<file path="src/rtl/button_sel_pkg.sv">
// Shared width helpers and default parameter values for the button select controller.
package button_sel_pkg;

  localparam int DEF_NUM_CH          = 4;
  localparam int DEF_NUM_STATES      = 3;
  localparam int DEF_SYNC_STAGES     = 2;
  localparam int DEF_DEBOUNCE_CYCLES = 255;
  localparam int DEF_LONG_CYCLES     = 65535;

  function automatic int sel_width(input int n);
    int w;
    w = $clog2(n);
    if (w < 1) begin
      w = 1;
    end else begin
      w = w;
    end
    return w;
  endfunction

  function automatic int cnt_width(input int n);
    int w;
    w = $clog2(n + 1);
    if (w < 1) begin
      w = 1;
    end else begin
      w = w;
    end
    return w;
  endfunction

endpackage

</file>
<file path="src/rtl/button_debounce_ch.sv">
// One channel: synchroniser, hold counter and modulo select register.
// Long-press-to-home is enabled by defining BUTTON_SEL_LONG_PRESS_EN.
module button_debounce_ch
  import button_sel_pkg::*;
#(
  parameter int NUM_STATES      = DEF_NUM_STATES,
  parameter int SYNC_STAGES     = DEF_SYNC_STAGES,
  parameter int DEBOUNCE_CYCLES = DEF_DEBOUNCE_CYCLES,
  parameter int LONG_CYCLES     = DEF_LONG_CYCLES,
  parameter int SEL_W           = sel_width(NUM_STATES)
) (
  input  logic             clk,
  input  logic             reset,
  input  logic             i_btn,
  input  logic             i_lock,
  output logic [SEL_W-1:0] o_sel,
  output logic             o_changed
);

`ifdef BUTTON_SEL_LONG_PRESS_EN
  localparam bit LONG_EN = 1'b1;
`else
  localparam bit LONG_EN = 1'b0;
`endif

  localparam int CNT_MAX = LONG_EN ? LONG_CYCLES : DEBOUNCE_CYCLES;
  localparam int CNT_W   = cnt_width(CNT_MAX);

  logic [SYNC_STAGES-1:0] r_sync;
  logic                   r_prev;
  logic [CNT_W-1:0]       r_cnt;
  logic [SEL_W-1:0]       r_sel;
  logic                   r_changed;

  logic                   w_s;
  logic                   w_release;
  logic                   w_qual;
  logic                   w_long;
  logic [CNT_W-1:0]       w_cnt_next;
  logic [SEL_W-1:0]       w_sel_adv;

  assign w_s = r_sync[SYNC_STAGES-1];

  // Next-state decode; release decisions use the count held before it clears.
  always_comb begin
    w_release  = r_prev & ~w_s;
    w_qual     = (32'(r_cnt) >= 32'(DEBOUNCE_CYCLES));
    w_long     = LONG_EN & (32'(r_cnt) >= 32'(LONG_CYCLES));
    w_cnt_next = '0;
    w_sel_adv  = '0;
    if (w_s) begin
      if (r_cnt == CNT_W'(CNT_MAX)) begin
        w_cnt_next = r_cnt;
      end else begin
        w_cnt_next = r_cnt + CNT_W'(1);
      end
    end else begin
      w_cnt_next = '0;
    end
    if (r_sel == SEL_W'(NUM_STATES - 1)) begin
      w_sel_adv = '0;
    end else begin
      w_sel_adv = r_sel + SEL_W'(1);
    end
  end

  // Channel state registers with asynchronous clear.
  always_ff @(posedge clk or posedge reset) begin
    if (reset) begin
      r_sync    <= '0;
      r_prev    <= 1'b0;
      r_cnt     <= '0;
      r_sel     <= '0;
      r_changed <= 1'b0;
    end else begin
      r_sync <= {r_sync[SYNC_STAGES-2:0], i_btn};
      r_prev <= w_s;
      r_cnt  <= w_cnt_next;
      // Locked releases are dropped outright rather than deferred.
      if (w_release && !i_lock && w_qual) begin
        r_sel     <= w_long ? '0 : w_sel_adv;
        r_changed <= 1'b1;
      end else begin
        r_sel     <= r_sel;
        r_changed <= 1'b0;
      end
    end
  end

  assign o_sel     = r_sel;
  assign o_changed = r_changed;

endmodule

</file>
<file path="src/rtl/button_select_controller.sv">
// Multi-channel push-button selector; lock fan-out and output packing only.
// Optional long-press-to-home: define BUTTON_SEL_LONG_PRESS_EN.
module button_select_controller
  import button_sel_pkg::*;
#(
  parameter int NUM_CH          = DEF_NUM_CH,
  parameter int NUM_STATES      = DEF_NUM_STATES,
  parameter int SYNC_STAGES     = DEF_SYNC_STAGES,
  parameter int DEBOUNCE_CYCLES = DEF_DEBOUNCE_CYCLES,
  parameter int LONG_CYCLES     = DEF_LONG_CYCLES,
  parameter int SEL_W           = sel_width(NUM_STATES)
) (
  input  logic                    clk,
  input  logic                    reset,
  input  logic [NUM_CH-1:0]       toggle,
  input  logic                    lock,
  output logic [NUM_CH*SEL_W-1:0] sel,
  output logic [NUM_CH-1:0]       changed
);

  logic [NUM_CH*SEL_W-1:0] w_sel;
  logic [NUM_CH-1:0]       w_changed;

  for (genvar g = 0; g < NUM_CH; g++) begin : g_ch
    button_debounce_ch #(
      .NUM_STATES      (NUM_STATES),
      .SYNC_STAGES     (SYNC_STAGES),
      .DEBOUNCE_CYCLES (DEBOUNCE_CYCLES),
      .LONG_CYCLES     (LONG_CYCLES),
      .SEL_W           (SEL_W)
    ) u_ch (
      .clk       (clk),
      .reset     (reset),
      .i_btn     (toggle[g]),
      .i_lock    (lock),
      .o_sel     (w_sel[g*SEL_W +: SEL_W]),
      .o_changed (w_changed[g])
    );
  end

  assign sel     = w_sel;
  assign changed = w_changed;

endmodule

</file>
<file path="config.mk">
export PLATFORM = sky130hd
export DESIGN_NAME = button_select_controller
export DESIGN_NICKNAME = d
export VERILOG_FILES = /design/src/rtl/button_sel_pkg.sv /design/src/rtl/button_debounce_ch.sv /design/src/rtl/button_select_controller.sv
export SDC_FILE = /design/constraint.sdc
export NUM_CORES = 1
export LEC_CHECK = 0
export ABC_CLOCK_PERIOD_IN_PS = 2000
export CAP_MARGIN = 20
export CORE_MARGIN = 4
export CORE_UTILIZATION = 45
export CTS_CLUSTER_DIAMETER = 200
export DETAILED_ROUTE_END_ITERATION = 16
export SLEW_MARGIN = 20
export SYNTH_ARGS = -nofsm -noshare
export SYNTH_HDL_FRONTEND = slang
export SYNTH_SLANG_ARGS = --single-unit
</file>
<file path="constraint.sdc">
create_clock -name clk -period 2 [get_ports clk]
set_input_delay 0.4 -clock clk [delete_from_list [all_inputs] [get_ports clk]]
set_output_delay 0.4 -clock clk [all_outputs]
set_load 0.1 [all_outputs]
</file>
Yosys cells after proc, flatten, opt, wreduce, memory -nomap -nowiden. Index checks and enable logic that the tools add are counted.

Output and inout port bits: 12. Bits of input ports: 7. Register bits after elaboration: 56. Word-level logic and storage cells: 77.

Reduce and logical (&&, ||, !) cells: 9. Equality and inequality tests: 12. Magnitude comparators: 4. Bitwise operators: 8. Mux-type cells: 16. Add/sub/neg operators: 8.

Operators with widths (number): $mux W8 (8); $add A8 B1 Y8 const B (4); $eq A8 B8 Y1 const B (4); $ge A8 B8 Y1 const B (4); $add A2 B1 Y2 const B (4); $eq A2 B2 Y1 const B (4); $logic_and A1 B1 Y1 (8); $mux W2 (4); $ne A2 B2 Y1 const B (4); $and A1 B1 Y1 (4); $mux W1 (4); $not A1 Y1 (4); $logic_not A1 Y1 (1).

Depth between registers and ports, before layout. Gate-level depths: netlist of run 1.

Depth after elaboration: 5. Gate-level depth with buffers: 5. Gate-level depth less buffers: 4.

Hierarchy. A second synthesis of run 1 with hierarchy kept.

Cells, all modules: 220. Area, all modules: 2492.4 um^2.

By module, submodules not included: button_debounce_ch (sequential area each 350.3 um^2, times used 4, area each 623.1 um^2, cells each 55).

Least setup slack after synthesis of run 1. No wires, ideal clock.

Kind: register to register. From: reg g_ch[0].u_ch.r_cnt[0]. To: reg g_ch[0].u_ch.r_sel[1]. Buffers on the path: 1. Arrival time: 1438 ps. Period minus slack after synthesis: 1565 ps. Path slack: 435 ps. Library setup time: 126 ps. Cell stages (with the launch flop): 6. Data required time: 1874 ps. Cell sequence: dfrtp_1 > ha_1 > and4_1 > buf_4 > and4_4 > mux2_4.

Word-level cells in the longest chain between the ends: 2.

RTL lines: start, declared (RTL line button_debounce_ch.sv:31) `logic [CNT_W-1:0] r_cnt;`; start signal, assigned (RTL line button_debounce_ch.sv:78) `r_cnt <= w_cnt_next;`; $ge A8 B8 Y1 (RTL line button_debounce_ch.sv:47) `w_qual = (32'(r_cnt) >= 32'(DEBOUNCE_CYCLES));`; $logic_and A1 B1 Y1 (RTL line button_debounce_ch.sv:80) `if (w_release && !i_lock && w_qual) begin`; end signal, assigned (RTL line button_debounce_ch.sv:81) `r_sel <= w_long ? '0 : w_sel_adv;`; end signal, assigned (RTL line button_debounce_ch.sv:84) `r_sel <= r_sel;`; end, declared (RTL line button_debounce_ch.sv:32) `logic [SEL_W-1:0] r_sel;`.

Every way passes these cells. A chain may end at the register's enable or synchronous reset.

Final worst setup path of run 1. Ends and elaborated chain as after synthesis.

==> results of run 1 <==
==> state kept, by name, indices dropped and copies added, names as in the netlist <==
signal and count:
g_ch.u_ch.r_cnt 32, g_ch.u_ch.r_prev 4, g_ch.u_ch.o_sel 8, g_ch.u_ch.o_changed 4
g_ch.u_ch.r_sync 8
==> through the flow <==
step / utilization / setup WS (ns) / instance area [um^2] / power [W]
after floorplan: - / 0.229 / 2540 / 0.00127
after global placement: 0.501 / 0.240 / 2740 / 0.00131
after detailed placement: 0.501 / 0.219 / 2740 / 0.00131
after CTS: 0.515 / 0.275 / 2820 / 0.00191
after global routing: 0.515 / 0.208 / 2820 / 0.00197
final: 0.515 / 0.282 / 2820 / 0.00187
==> worst register-to-register path, delay by kind of cell, from the launching register on <==
family / cells / cell delay, ns
simple gates: 2 / 0.65
flops: 1 / 0.41
mux: 1 / 0.30
fa+ha+maj: 1 / 0.25
==> path summary, 6_finish.rpt <==
check	endpoint	startpoint	cells past startpoint	slack (ns)
setup / recovery	g_ch[0].u_ch.o_sel[1]$_DFFE_PP0P_	g_ch[0].u_ch.r_cnt[0]$_DFFE_PP0P_	4	0.28
hold / removal	g_ch[3].u_ch.r_sync[1]$_DFF_PP0_	g_ch[3].u_ch.r_sync[0]$_DFF_PP0_	0	0.35
setup reg to reg	g_ch[0].u_ch.o_sel[1]$_DFFE_PP0P_	g_ch[0].u_ch.r_cnt[0]$_DFFE_PP0P_	4	0.28
hold reg to reg	g_ch[3].u_ch.r_sync[1]$_DFF_PP0_	g_ch[3].u_ch.r_sync[0]$_DFF_PP0_	0	0.35
max in group asynchronous	g_ch[3].u_ch.r_sync[0]$_DFF_PP0_	reset	3	1.30
min in group asynchronous	g_ch[2].u_ch.r_cnt[7]$_DFFE_PP0P_	reset	3	0.44
==> routing by layer <==
| metal | up-vias | part of all wire | wire (um) |
|---|---|---|---|
| li1 | 883 | - | - |
| met1 | 842 | 0.50 | 2140 |
| met2 | 24 | 0.46 | 1960 |
| met3 | 5 | 0.033 | 142 |
| met4 | 0 | 0.011 | 47 |
| met5 | - | 0 | 0 |
==> logic make-up (layout without fill, tap and decap cells) <==
logic type	count (synthesis)	in the layout	share of synthesized area
fa+ha+maj	4	4	0.0197
buf+inv	14	31	0.0320
compound gates	53	53	0.133
mux	14	14	0.0621
simple gates	88	88	0.202
flops	56	56	0.552
==> cells in the final DEF, fill, tap and decap left out, drive strengths merged, types with 6 or more instances in the layout <==
cell type	instances
a31oi	10
and4	8
clkbuf	6
and3	12
a21oi	12
mux2	8
nor2	9
buf	14
o21ai	13
mux2i	6
nand3	15
nand2	17
clkdlybuf4s50	6
nand2b	6
dfrtp	56
==> cell type report <==
| type | count | area (um^2) | area share |
|---|---|---|---|
| inverter | 4 | 15.0 | 0.00533 |
| sequential | 56 | 1400 | 0.497 |
| tap | 72 | 90.1 | 0.0320 |
| multi-input combinational | 159 | 1060 | 0.375 |
| clock inverter | 1 | 5.00 | 0.00178 |
| clock buffer | 6 | 72.6 | 0.0258 |
| timing repair buffer | 20 | 178 | 0.0631 |
==> power by group through the flow <==
stage | combinational (W) | clock [W] | sequential (W)
CTS | 0.0000930 | 0.000616 | 0.00120
global placement | 0.0000904 | 0 | 0.00122
finish | 0.0000902 | 0.000582 | 0.00120
floorplan | 0.0000636 | 0 | 0.00121
detailed placement | 0.0000931 | 0 | 0.00122
global route | 0.000104 | 0.000656 | 0.00120
==> results.md, run 1 <==
- The initial antenna violation count came to 0.
- The number of nets produced by synthesis is 240.
- The Yosys step of the flow raised 0 warnings.
- Of the total power, the share spent switching nets is 0.228.
- Dividing the detail-routed wire length by the instance count gives 13.5 um.
- The number of ports placed on the die boundary is 19.
- The peak supply drop is 0.411 mV.
- The proportion of power drawn by the clock network is 0.311.
- The number of instances in the placed design is 311.
- The tool flagged a number of max-cap violations equal to 0.
- Of the available clock period, the critical path in the final layout requires 0.859.
- TritonCTS built the clock tree.
- The final hold slack is 0.353 ns.
- After the first detailed-routing iteration, the DRC count stood at 104.
- The via count is 1,754.
- For this design the total switching power over the nets is 0.000427 W.
- The final antenna diode count is 0.
- The H-tree was split into 2 levels.
- The power per cell area is 664 nW/um^2.
- The area enclosed by the die boundary is 6910 um^2.
- Relative to the synthesized area, the layout overhead comes to 11.0%.
- Between clock sinks in the finished design, the worst skew comes to 0.00492 ns.
- The combined area of all synthesized cells is 2540 um^2.
- The initial core utilization is 0.464.
- Of the total power, registers draw 0.641.
- The count of cells in the finished layout, fillers not included, comes to 318.
- In the synthesized netlist, the number of instances is 229.
- The share of synthesized area in the top cell type comes to 0.552.
- For the worst setup path, the data required time is 2.19 ns.
- The number of setup buffers added after CTS is 0.
- The via count of the first global-routing pass is 1,622.
- Together, buffers and inverters on the worst path number 0.
- The flow ran to the end, and the final reports show no timing, DRC or antenna violations.
- The final number of max-transition violations is 0.
- The pin count of the biggest net entering global routing is 57.
- On the worst path, the slowest cell contributes a delay of 0.41 ns.
- The element type at the critical path end is a flip-flop.
- In the global route stage, met1 resource usage came out at 0.183.
- Measured along the x axis, the die boundary spans 83.1 um.
- The count of final setup violators is 0.
- Counting flops with a built-in enable in the synthesized netlist gives 0.
- The clock insertion delay at the later pin of the skew report is 0.30 ns.
- The final hold violation count was 0.
- The critical path arrival is 1.91 ns.
- The met3 usage in global routing is 0.0337.
- The met2 global-route usage is 0.196.
- After global routing the overflow that remains totals 0.
- The tightest min-delay check is of the reg2reg type.
- After detailed routing, the number of remaining DRC violations is 0.
- Measured along the y axis, the die boundary spans 83.1 um.
- The routed via count divided by cell count is 5.52.
- The most used flip-flop cell after synthesis is sky130_fd_sc_hd__dfrtp_1.
- The number of instances resized during post-cts repair is 0.
- The leading cell type by number of instances after synthesis is sky130_fd_sc_hd__dfrtp_1.
- The final layout contains 257 nets.
- The wire length after detailed routing is 4.29 mm.
- The worst slew margin relative to its limit is 0.753.
- sky130_fd_sc_hd__dfrtp_1 takes more of the synthesized area than any other cell.
- The core region is 5470 um^2.
- The total negative setup slack is 0 ns.
- The post-CTS clock slew at the launch and capture registers of the worst setup and hold paths is 0.09 ns.
- In this run the worst path has a maximum fanout of 7.
- The maximum achievable frequency is 582 MHz.
- In the final layout, the share of cells above drive strength 1 is 0.138.
- The synthesized design contains 56 register bits.
- The critical path is of the reg2reg type.
- Clock tree synthesis found a total of 56 sinks.
- The critical path goes through ha_1, and4_1, and4_4, mux2_4.
- met2 is the most crowded layer.
- In this run the tool buffered the top-level ports with 18 buffer cells.
- The number of detailed-route iterations in the first pass is 4.
- The share of the yosys chip area belonging to registers is 0.552.
- The weighted congestion at the end of routability-driven global placement is 0.760.
- By area the synthesized netlist is led by sky130_fd_sc_hd__dfrtp_1 (55%), sky130_fd_sc_hd__and3_1 (3.0%), sky130_fd_sc_hd__nand3_1 (3.0%), sky130_fd_sc_hd__mux2_2 (2.7%), sky130_fd_sc_hd__o21ai_0 (2.6%).
- Counting I/O delays and the setup requirement, the final critical path takes 1.72 ns.
- The share of total power dissipated in combinational logic is 0.048.
- The internal cell power is 0.00144 W.
- The fraction of registers with async set/reset is 1.00.
- Summed over all cells, the static leakage comes to 1.30 nW.
- The dominant delay contributor by cell family on the critical path is simple AND/OR/NAND/NOR gates.
- For this design, the slowest cell found on the critical path is sky130_fd_sc_hd__dfrtp_1.
- The count of nets left with antenna violations once routing finished came out at 0.
- The distinct cell type count of the synthesized netlist is 38.
- The cell at the root of the clock tree is sky130_fd_sc_hd__clkbuf_8.
- The wire length of the first global-routing pass is 7.53 mm.
- In the global route stage, overall resource usage came out at 0.131.
- The longest clock path from root to sink contains 2 buffers.
- The count of hold buffers inserted by post-cts repair is 0.
- At the pin with the least slew margin, the transition time is 0.371 ns.
- In this run the mean area of a mapped cell was 11.1 um^2.
- The startpoint class of the critical path is a flip-flop.
- The number of placement rows is 27.
- The commonest cells after synthesis are sky130_fd_sc_hd__dfrtp_1 (56), sky130_fd_sc_hd__nand2_1 (17), sky130_fd_sc_hd__nand3_1 (15).
- The sum of net half-perimeters after detailed placement is 2.91 mm.
- The fill cell instance count of the final layout is 501.
- The number of buffers created by CTS is 5.
- Setup repair after global routing left no endpoint under its margin.
Power figures use the tool's default switching activity.
==> inputs of run 2 (changes only) <==
--- a/config.mk
+++ b/config.mk
@@ -11,6 +11,9 @@
 export CORE_UTILIZATION = 45
 export CTS_CLUSTER_DIAMETER = 200
 export DETAILED_ROUTE_END_ITERATION = 16
+export GPL_TIMING_DRIVEN = 1
+export PLACE_DENSITY_LB_ADDON = 0.2
+export REMOVE_ABC_BUFFERS = 1
 export SLEW_MARGIN = 20
 export SYNTH_ARGS = -nofsm -noshare
 export SYNTH_HDL_FRONTEND = slang
==> run 2 against run 1 <==
Against the previous run:
- die area stayed put
- cell count stayed put
- clock power is 7.4% higher
- highest routed layer unchanged
- power is 2.1% higher
- count of clock-buffer cells in the layout is 2 higher
- flip-flop and latch count stayed put
- combinational power is 2.4% lower
- final area is 0.18% higher
- non-clock buffer count is 1 lower
- utilization is 0.091 points higher
==> results.md, run 2 (synthesized netlist as in run 1, its figures left out) <==
- Of the available clock period, the critical path in the final layout requires 0.870.
- The finished layout holds 318 standard cells, fillers aside.
- The wire length of the first global-routing pass is 7.25 mm.
- The final layout contains 256 nets.
- The worst-path maximum fanout is 9.
- The initial utilization of the core area, before any placement, comes to 0.464.
- In the final timing run, aggregate negative setup slack is 0 ns.
- Across all hold checks on the routed design, the worst slack comes to 0.354 ns.
- The overall overflow remaining after global route is 0.
- The capture point of the worst path is g_ch[3].u_ch.o_sel[1]$_DFFE_PP0P_.
- After clock tree synthesis, the clock-pin slew on the worst setup and hold paths is 0.09 ns.
- The cell depth of the worst flop-to-flop path is 4.
- The placed standard-cell area is 2730 um^2.
- The worst path setup slack after routing is 0.259 ns.
- The die is 83.1 um wide.
- The vertical extent of the die is 83.1 um.
- The number of ports placed on the die boundary is 19.
- After detailed routing, the number of remaining DRC violations is 0.
- The wire length after detailed routing is 4.12 mm.
- Setup violations remaining at the end of the flow were counted as 0.
- For the pin with the worst max-slew slack, the measured transition is 0.356 ns.
- The core region is 5470 um^2.
- The number of DRC violations after detailed-routing iteration 0 is 69.
- The final antenna diode count is 0.
- Setup repair after global routing left no endpoint under its margin.
- The element type at the critical path end is a flip-flop.
- The post-route clock skew is 0.00362 ns.
- The worst register-to-register path ends at g_ch[3].u_ch.o_sel[1]$_DFFE_PP0P_.
- The register bank with the most flops is g_ch.u_ch.r_cnt.
- STA classifies the critical path startpoint as a flip-flop.
- The worst slew margin relative to its limit is 0.762.
- The die covers 6910 um^2.
- In this run the worst setup path begins at g_ch[3].u_ch.r_cnt[0]$_DFFE_PP0P_.
- The tool flagged a number of max-cap violations equal to 0.
- The register with the most flip-flops in the layout has 32 of them.
- In the layout the commonest cells are sky130_fd_sc_hd__dfrtp_1 (56), sky130_fd_sc_hd__nand2_1 (17), sky130_fd_sc_hd__nand3_1 (15).
- The floorplan has 27 rows.
- In the global route stage, overall resource usage came out at 0.126.
- Before antenna repair, the detailed router went through 4 iterations.
- The mean routed wirelength per cell is 12.9 um.
- The kind of critical path is reg2reg.
- The clock insertion delay at the later pin of the skew report is 0.30 ns.
- The critical register-to-register path startpoint is g_ch[3].u_ch.r_cnt[0]$_DFFE_PP0P_.
- The number of input and output port buffers inserted is 18.
- Data on the critical path is required at its endpoint by 2.19 ns.
- The final critical-path required period is 1.74 ns.
- The run finished with clean final reports.
- The final number of max-transition violations is 0.
- The class of the worst hold path is reg2reg.
- The worst setup slack for register-to-register paths is 0.26 ns.
- The routed via count divided by cell count is 5.46.
- From synthesis to final layout, the design area changed by 11.2%.
- For this run, the top clock speed supported by timing is 574 MHz.
- The final hold violation count is 0.
- Summing over every cut layer, the via total after detailed routing is 1,736.
- The wire-length estimate of the detail-placed layout is 2.81 mm.
- The number of levels the H-tree was split into is 2.
- TritonCTS built the clock tree.
- The number of stages on the worst hold path is 0.
- The number of instances resized during post-cts repair is 0.
- The antenna violation net count after detailed routing is 0.
- The cell at the root of the clock tree is sky130_fd_sc_hd__clkbuf_8.
- Timing analysis after detailed placement gives a worst setup slack of 0.239 ns.
- For this design, the sink count on the clock tree is 56.
- After clock tree synthesis, the setup repair step added 0 buffers.
- Entering global routing, the biggest net connects 57 pins.
- For this design, the CTS-stage hold fixing added 0 buffers.
- For this design the static power due to leakage is 1.29 nW.
- The share of layout cells above drive strength 1 is 0.134.
- The peak supply drop is 0.429 mV.
- Dividing total power by cell area gives a power density of 677 nW/um^2.
- Routability-driven placement finished with a final weighted congestion of 0.766.
- STA puts the critical path data arrival time at 1.93 ns.
- The critical hold path startpoint is g_ch[0].u_ch.r_sync[0]$_DFF_PP0_.
- The number of buffers created by CTS is 5.
- No sink is reached through more buffers than the 2 on the longest clock path.
- The via count of the first global-routing pass came to 1,599.
- After routing the design area is 2820 um^2.
- After detailed placement, the design holds a cell count of 310.
- The initial antenna violation count was 0.
- The most common library cell in the layout ignoring fill and taps is sky130_fd_sc_hd__dfrtp_1.
run 2: cell types whose count changed in the layout (fill, tap and decap cells not counted):
cell and delta:
sky130_fd_sc_hd__buf_4 -1, sky130_fd_sc_hd__clkbuf_1 +1, sky130_fd_sc_hd__clkbuf_8 +1, sky130_fd_sc_hd__clkinv_2 -1
run 2: area by class of cell:
class,instances,area [um^2]
multi-input cells,159,1060
flip-flops and latches,56,1400
repair buffers,19,170
clock buffers,8,90.1
inverters,4,15.0
fillers,493,2650
well taps,72,90.1
run 2: critical path, stage by stage, from the launching register on:
cell                      delay [ns]
sky130_fd_sc_hd__dfrtp_1        0.45
sky130_fd_sc_hd__ha_1           0.31
sky130_fd_sc_hd__and3_1         0.38
sky130_fd_sc_hd__nand4_2        0.19
sky130_fd_sc_hd__mux2_2         0.30
run 2: metal layers:
layer	track usage	vias up	part of all wire
li1	-	881	-
met5	0	-	0
met1	0.171	817	0.50
met3	0.0337	7	0.041
met4	0.0431	0	0.012
met2	0.195	31	0.45
run 2: how the worst min path moves through the flow:
stage                                                  end  slack (ns)
after global placement    g_ch[0].u_ch.r_sync[1]$_DFF_PP0_        0.33
after global routing      g_ch[0].u_ch.r_sync[1]$_DFF_PP0_        0.37
after floorplan           g_ch[0].u_ch.r_sync[1]$_DFF_PP0_        0.33
after CTS                 g_ch[0].u_ch.r_sync[1]$_DFF_PP0_        0.36
after detailed placement  g_ch[0].u_ch.r_sync[1]$_DFF_PP0_        0.34
final                     g_ch[0].u_ch.r_sync[1]$_DFF_PP0_        0.35
run 2: power by group:
part / internal (W) / total [W] / switching (W)
sequential: 0.00116 / 0.00120 / 0.0000351
clock: 0.000283 / 0.000625 / 0.000341
combinational: 0.0000402 / 0.0000880 / 0.0000478
run 2: through the flow:
| stage | util | power, W |
|---|---|---|
| final | 0.516 | 0.00191 |
| after global routing | 0.516 | 0.00200 |
| after CTS | 0.516 | 0.00194 |
| after detailed placement | 0.499 | 0.00131 |
| after global placement | 0.499 | 0.00131 |
| after floorplan | - | 0.00127 |
